===== config.mk =====
export PLATFORM = sky130hd
export DESIGN_NAME = pdt_sum_diff_seq_flat
export DESIGN_NICKNAME = d
export VERILOG_FILES = /design/src/rtl/pdt_sum_diff_seq_if.sv /design/src/rtl/pdt_sum_diff_seq.sv /design/src/flat_wrapper.sv
export SDC_FILE = /design/constraint.sdc
export NUM_CORES = 1
export LEC_CHECK = 0
export ABC_AREA = 0
export ABC_CLOCK_PERIOD_IN_PS = 39000
export BUFFER_PORTS_ARGS = -buffer_cell sky130_fd_sc_hd__buf_2
export CAP_MARGIN = 10
export CORE_ASPECT_RATIO = 2
export CORE_MARGIN = 8
export CORE_UTILIZATION = 55
export CTS_CLUSTER_DIAMETER = 30
export CTS_CLUSTER_SIZE = 40
export DETAILED_ROUTE_END_ITERATION = 16
export GPL_TIMING_DRIVEN = 1
export PLACE_DENSITY = 0.75
export SETUP_SLACK_MARGIN = 0.05
export SLEW_MARGIN = 25
export SYNTH_ARGS = -nofsm -noshare
export SYNTH_HDL_FRONTEND = slang
export SYNTH_SLANG_ARGS = --single-unit

===== constraint.sdc =====
create_clock -name clk -period 39 [get_ports clk]
set_input_delay 7.8 -clock clk [delete_from_list [all_inputs] [get_ports clk]]
set_output_delay 7.8 -clock clk [all_outputs]
set_load 0.005 [all_outputs]

===== src/rtl/pdt_sum_diff_seq_if.sv =====
// Request/response and read-port bundle for the sequential sum/difference product unit.
interface pdt_sum_diff_seq_if #(
  parameter int W  = 16,
  parameter int AW = 3
);
  logic            start;
  logic [W-1:0]    x;
  logic [W-1:0]    y;
  logic [AW-1:0]   waddr;
  logic            busy;
  logic            done;
  logic [2*W-1:0]  o;
  logic [AW-1:0]   raddr;
  logic [2*W-1:0]  rdata;

  modport master (
    output start, x, y, waddr, raddr,
    input  busy, done, o, rdata
  );

  modport slave (
    input  start, x, y, waddr, raddr,
    output busy, done, o, rdata
  );
endinterface


===== src/rtl/pdt_sum_diff_seq.sv =====
// Multi-cycle P = (X+Y)*(X-Y) via radix-2 shift-add, results stored in an addressable bank.
// Optional macro PDT_EARLY_TERM_EN: leave MUL as soon as the remaining multiplier bits are zero.
module pdt_sum_diff_seq #(
  parameter int W     = 16,
  parameter int DEPTH = 8,
  parameter int AW    = $clog2(DEPTH)
) (
  input logic                clk,
  input logic                rst,
  pdt_sum_diff_seq_if.slave  bus
);

  localparam int            CW       = $clog2(W + 1);
  localparam logic [CW-1:0] CNT_LAST = CW'(W - 1);

  typedef enum logic [1:0] {
    S_IDLE,
    S_MUL,
    S_WB
  } state_t;

  state_t          state, state_nxt;
  logic            load, step, wb, last;
  logic [W-1:0]    sum, diff;
  logic [2*W-1:0]  mcand, acc, o_q;
  logic [W-1:0]    mplr;
  logic [CW-1:0]   cnt;
  logic [AW-1:0]   waddr_q;
  logic            done_q;
  logic [2*W-1:0]  bank [DEPTH];

  // Carry and borrow fall off the top: both operands of the product are W-bit modular values.
  assign sum  = bus.x + bus.y;
  assign diff = bus.x - bus.y;

`ifdef PDT_EARLY_TERM_EN
  assign last = (cnt == CNT_LAST) || (mplr[W-1:1] == '0);
`else
  assign last = (cnt == CNT_LAST);
`endif

  // NOTE: sequential state uses non-blocking assignments so every register samples pre-edge values.
  always_ff @(posedge clk or posedge rst) begin
    if (rst) state <= S_IDLE;
    else     state <= state_nxt;
  end

  // NOTE: every combinationally written signal gets a default first, so no path can infer a latch.
  always_comb begin
    state_nxt = state;
    case (state)
      S_IDLE:  if (bus.start) state_nxt = S_MUL;
      S_MUL:   if (last)      state_nxt = S_WB;
      S_WB:                   state_nxt = S_IDLE;
      default:                state_nxt = S_IDLE;
    endcase
  end

  always_comb begin
    load     = 1'b0;
    step     = 1'b0;
    wb       = 1'b0;
    bus.busy = 1'b1;
    case (state)
      S_IDLE: begin
        bus.busy = 1'b0;
        load     = bus.start;
      end
      S_MUL:   step = 1'b1;
      S_WB:    wb   = 1'b1;
      default: bus.busy = 1'b0;
    endcase
  end

  always_ff @(posedge clk or posedge rst) begin
    if (rst) begin
      mcand   <= '0;
      mplr    <= '0;
      acc     <= '0;
      cnt     <= '0;
      waddr_q <= '0;
      o_q     <= '0;
      done_q  <= 1'b0;
    end else begin
      if (load) begin
        mcand   <= {{W{1'b0}}, sum};
        mplr    <= diff;
        waddr_q <= bus.waddr;
        acc     <= '0;
        cnt     <= '0;
      end
      if (step) begin
        if (mplr[0]) acc <= acc + mcand;
        mcand <= mcand << 1;
        mplr  <= mplr >> 1;
        cnt   <= cnt + 1'b1;
      end
      if (wb) o_q <= acc;
      done_q <= wb;
    end
  end

  // NOTE: the bank must read as zero after reset, so it is built from resettable flops rather than a RAM macro.
  always_ff @(posedge clk or posedge rst) begin
    if (rst) begin
      for (int i = 0; i < DEPTH; i++) bank[i] <= '0;
    end else if (wb) begin
      bank[waddr_q] <= acc;
    end
  end

  assign bus.done  = done_q;
  assign bus.o     = o_q;
  assign bus.rdata = bank[bus.raddr];

endmodule


===== src/flat_wrapper.sv =====
// flat-port wrapper written by rule: the top's interface ports become plain ports
module pdt_sum_diff_seq_flat 
#(
  parameter int W     = 16,
  parameter int DEPTH = 8,
  parameter int AW    = $clog2(DEPTH)
)
  (clk, rst, bus_start, bus_x, bus_y, bus_waddr, bus_raddr, bus_busy, bus_done, bus_o, bus_rdata);
  pdt_sum_diff_seq_if #(.W(W), .AW(AW)) bus_i ();
  input logic clk;
  input logic rst;
  input wire logic [$bits(bus_i.start)-1:0] bus_start;
  input wire logic [$bits(bus_i.x)-1:0] bus_x;
  input wire logic [$bits(bus_i.y)-1:0] bus_y;
  input wire logic [$bits(bus_i.waddr)-1:0] bus_waddr;
  input wire logic [$bits(bus_i.raddr)-1:0] bus_raddr;
  output wire logic [$bits(bus_i.busy)-1:0] bus_busy;
  output wire logic [$bits(bus_i.done)-1:0] bus_done;
  output wire logic [$bits(bus_i.o)-1:0] bus_o;
  output wire logic [$bits(bus_i.rdata)-1:0] bus_rdata;
  assign bus_i.start = bus_start;
  assign bus_i.x = bus_x;
  assign bus_i.y = bus_y;
  assign bus_i.waddr = bus_waddr;
  assign bus_i.raddr = bus_raddr;
  assign bus_busy = bus_i.busy;
  assign bus_done = bus_i.done;
  assign bus_o = bus_i.o;
  assign bus_rdata = bus_i.rdata;
  pdt_sum_diff_seq #(.W(W), .DEPTH(DEPTH), .AW(AW)) u_core (.clk(clk), .rst(rst), .bus(bus_i));
endmodule

## Word level (Yosys, flattened, before mapping)

Index checks and enable logic that the tools add are counted.

- Flip-flop bits (word level): 379
- Output and inout bits: 66
- Logic and storage cells: 57
- Bits of input ports: 41

- Reductions and logical operators: 5
- Eq/ne operators: 5
- Add/subtract/negate cells: 4
- Mux-type cells: 22
- $lt $le $gt $ge: 3
- Bitwise gates (word level): 2

Operator list:

| kind | number |
|---|---|
| bitwise mux 256 bit | 1 |
| 2-to-1 mux 32 bit | 8 |
| binary-select mux 32 bit (select 3 bit) | 1 |
| demux 32 bit (select 3 bit) | 1 |
| adder 32 bit | 1 |
| 2-to-1 mux 16 bit | 2 |
| adder 16 bit | 1 |
| subtractor 16 bit | 1 |
| 2-to-1 mux 5 bit | 2 |
| >= comparator 4 bit, second input constant | 2 |
| NOT 3 -> 4 bit | 2 |
| adder 5 x 1 -> 5 bit, second input constant | 1 |
| == test 5 x 4 -> 1 bit, second input constant | 1 |
| < comparator 4 x 1 -> 1 bit, second input constant | 1 |
| 2-to-1 mux 1 bit | 4 |
| 2-to-1 mux 2 bit | 2 |
| case mux 2 bit (2 select lines) | 1 |
| == test 2 x 1 -> 1 bit, second input constant | 1 |
| == test 2 bit, second input constant | 1 |
| zero test 2 bit | 1 |
| inequality test 2 x 1 -> 1 bit, second input constant | 1 |
| inequality test 2 bit, second input constant | 1 |
| AND reduction 2 bit | 1 |
| nonzero test 2 bit | 1 |
| 2 further kinds | 2 |

## Depth between registers and ports, before layout

- Depth after elaboration: 6
- Depth in mapped cells: 12
- Gate-level depth less buffers: 12

## Least setup slack after synthesis

No wires, ideal clock.

- Path kind: input port to output port
- Start point: input bus_raddr[0]
- End point: output bus_rdata[0]
- Stages: 4
- Slack: 21.806 ns
- Required time: 31.200 ns
- Data arrival time: 9.394 ns
- Path buffers: 2
- Path through: buf_2 -> buf_1 -> mux4_2 -> mux2_2

- Word-level cells in the longest chain between the ends: 4

RTL lines:

| item | line | source |
|---|---|---|
| start, declared | flat_wrapper.sv:16 | `input wire logic [$bits(bus_i.raddr)-1:0] bus_raddr;` |
| NOT 3 -> 4 bit (implied by the code) | pdt_sum_diff_seq.sv:114 | `assign bus.rdata = bank[bus.raddr];` |
| binary-select mux 32 bit (select 3 bit) | pdt_sum_diff_seq.sv:114 |  |
| 2-to-1 mux 32 bit (implied by the code) (2 in a row) | pdt_sum_diff_seq.sv:114 |  |
| end, declared | flat_wrapper.sv:20 | `output wire logic [$bits(bus_i.rdata)-1:0] bus_rdata;` |

No other way between the ends. The select of a mux whose other input is x is not followed.

## Final worst setup path

- Start point: input bus_raddr[0]
- End point: output bus_rdata[22]

The elaborated chain is that of the path after synthesis.

==> results.txt <==
status -> complete, no violations
NumNets Final -> 1722
Area contributors post-synth -> dfrtp_1 49%, mux2_2 18%, mux4_2 7.4%
die height -> 281 um
Iter 0 DRT Violations -> 645
Core Util, Final -> 61.7%
largest net degree at the start of global routing -> 139
Pwr per Cell Area -> 51.6 mW/mm^2
drt total wl -> 44200 um
Setup crit end kind -> output pin
gpl congestion -> 0.874
leakage power -> 10.6 nW
worst path cell trace -> buf_4 -> buf_4 -> mux4_2 -> mux2_2 -> buf_2
Reg area -> 0.00948 sq mm
worst r2r path cells -> 7
Max Cap Viol -> 0
slew margin rel. -> 32.1%
Final Cycle Share -> 45.6%
final hold violations -> 0
share of cells above drive strength 1 -> 35.3%
initial antenna violation count -> 0
Via density -> 5.97
synthesized area -> 0.0194 sq mm
IO Port Bufs -> 106
critical path launch point -> bus_raddr[0]
Top FF cell, synth -> dfrtp_1
yosys warns -> 0
die area -> 0.0418 sq mm
most common cell in the netlist -> dfrtp_1
sw power -> 0.000372 W
syn_area_per_cell -> 12.4 sq um
H-tree Lvls -> 2
CTS Buf Count -> 38
Hold WS -> 0.479 ns
clk slew on worst S/H paths -> 0.08 ns
max incr delay on CP -> 0.68 ns
Cell Int Power -> 0.000736 W
CP Capture Point -> bus_rdata[22]
Gate Count Post-Synth -> 1564
Post-synth EDFFs -> 0
clock share of power -> 34.3%
DP Worst Slack -> 21.17 ns
worst-margin pin slew -> 1.02 ns
Fill cells -> 2651
via count -> 12.4k
setup slack after layout -> 21.22 ns
CTS max path bufs -> 3
clk sink count -> 379
sequential share of the synthesized area -> 49.0%
post-synth cell types -> 75
kind of critical path -> in2out
HPWL Detailed -> 29500 um
GRT Total Usage -> 21.6%
startpoint class of the critical path -> primary input
Flop pwr share -> 44.4%
slowest CP cell -> buf_4
Most Frequent Cell on Critical Path -> buf_4
r2r endpoint -> u_core.bank[175]
first-pass GRT wire length -> 71600 um
Resized cells post-CTS -> 0
Worst-Skew Late Latency -> 0.54 ns
Root Buffer -> clkbuf_16
Synth area leader -> dfrtp_1
switch share -> 33.6%
Crit Reg-Reg Startpoint -> u_core.state[0]
most frequent cells after synthesis -> 379 x dfrtp_1, 301 x mux2_2, 130 x nand2_1
Comb power frac -> 21.3%
DRT Pass-1 Iters -> 7
synth-to-layout area growth -> 11.1%
Crit path required time -> 31.20 ns
hold_buf cts -> 0
# IOs -> 107
Post-CTS Setup Inserts -> 0
worst reg2reg setup slack -> 35.65 ns
core area -> 0.0348 sq mm
Clock Skew -> 0.0212 ns
syn_nets -> 1675
FFs w/ async S/R, synth -> 100%
critical path fanouts, max -> 40
Final Cell Area -> 0.0215 sq mm
number of global-route vias before repair -> 13.1k
CTS tree -> done
fmax -> 56.3 MHz
share of the synthesized area in the top cell type -> 49.0%
# setup viols final -> 0
Overflow after GRT -> 0
WL/cell -> 21.2 um
RSZ-0062 raised after global routing -> no
Synth Register Bits -> 379
area of the multi-input gates -> 0.00928 sq mm
max-slew violation count -> 0
Placement Cell Area -> 0.0202 sq mm
post-layout minimum cycle time -> 17.78 ns
Max VDD drop -> 40.0 uV
Min-Delay Path Class -> reg2reg
Initial Util -> 55.6%
DRC -> 0
Cell Rows -> 97
setup_tns -> 0 ns
Die Wd -> 149 um
CP arrival -> 9.98 ns
# diodes -> 0
ANT nets after route -> 0
## power by group through the flow
stage          clock network [W]  registers (W)  logic (W)
3_5_place_dp                   0       0.000500   0.000236
2_1_floorplan                  0       0.000456   0.000209
5_1_grt                 0.000401       0.000499   0.000267
6_report                0.000380       0.000493   0.000236
3_3_place_gp                   0       0.000498   0.000229
4_1_cts                 0.000388       0.000493   0.000237
## routing by layer
metal | vias up | wire length (um) | part of all wire [%] | track usage [%]
met4 | 0 | 1500 | 3.4 | 8.36
met3 | 87 | 1480 | 3.4 | 2.40
met2 | 239 | 24000 | 54 | 40.1
li1 | 5742 | - | - | -
met1 | 6379 | 17200 | 39 | 24.7
met5 | - | 0 | 0 | 0
## placed cells by master (no fill, tap or decap), drive strengths merged, types with 6 or more instances in the layout
cell	n
nand2b	10
buf	126
dfrtp	379
a211oi	12
nand4	6
nand3	16
clkinv	9
mux2	321
nor2	38
xnor2	37
or3	10
and3	8
mux2i	10
and2	7
inv	56
clkbuf	45
mux4	64
a21o	20
a21oi	62
o21a	6
nand2	131
o31ai	6
ha	67
o21ai	92
xor2	9
nor3	12
## registers in the layout, indices dropped and copies added (netlist names)
| name | flops |
|---|---|
| u_core.bus.o | 32 |
| u_core.cnt | 5 |
| u_core.mplr | 16 |
| u_core.state | 2 |
| u_core.bank | 256 |
| u_core.acc | 32 |
| u_core.waddr_q | 3 |
| u_core.mcand | 32 |
| u_core.bus.done | 1 |
## stage by stage
stage          std cells  power [W]
3_3_place_gp        2016   0.000727
4_1_cts             2086    0.00112
3_5_place_dp        2016   0.000736
6_report            2086    0.00111
2_1_floorplan       1564   0.000665
5_1_grt             2086    0.00117
## cells by family (layout without fill, tap and decap cells)
| logic type | after synthesis | after routing | share of synthesized area [%] |
|---|---|---|---|
| buffers and inverters | 163 | 240 | 3.23 |
| XOR/XNOR | 46 | 46 | 2.08 |
| flip-flops | 379 | 379 | 49.0 |
| AND/OR/NAND/NOR | 257 | 257 | 6.10 |
| multiplexers | 395 | 395 | 26.6 |
| AO/OA/AOI/OAI | 254 | 254 | 8.29 |
| adder cells (fa/ha/maj) | 70 | 70 | 4.64 |
## worst min path at each step
| stage | startpoint | end | slack [ns] | cells after the start |
|---|---|---|---|---|
| after floorplan | u_core.mplr[8] | u_core.mplr[7] | 0.45 | 2 |
| after global placement | u_core.bank[224] | u_core.bank[224] | 0.46 | 1 |
| after detailed placement | u_core.mplr[1] | u_core.mplr[0] | 0.48 | 2 |
| after CTS | u_core.mplr[3] | u_core.mplr[2] | 0.48 | 2 |
| after global routing | u_core.mplr[3] | u_core.mplr[2] | 0.51 | 2 |
| final | u_core.mplr[3] | u_core.mplr[2] | 0.48 | 2 |
## worst max-delay path, delay by kind of cell
family	cells	cell delay [ns]
muxes	2	0.90
buffers and inverters	3	1.23
## cell type report
cell class	instances	share of cell area [%]
clock buffers	45	4.68
clock inverters	25	1.41
inverters	44	0.826
multi-input cells	1022	43.2
flip-flops and latches	379	44.1
well taps	445	2.59
repair buffers	126	3.23
Power figures use the tool's default switching activity.
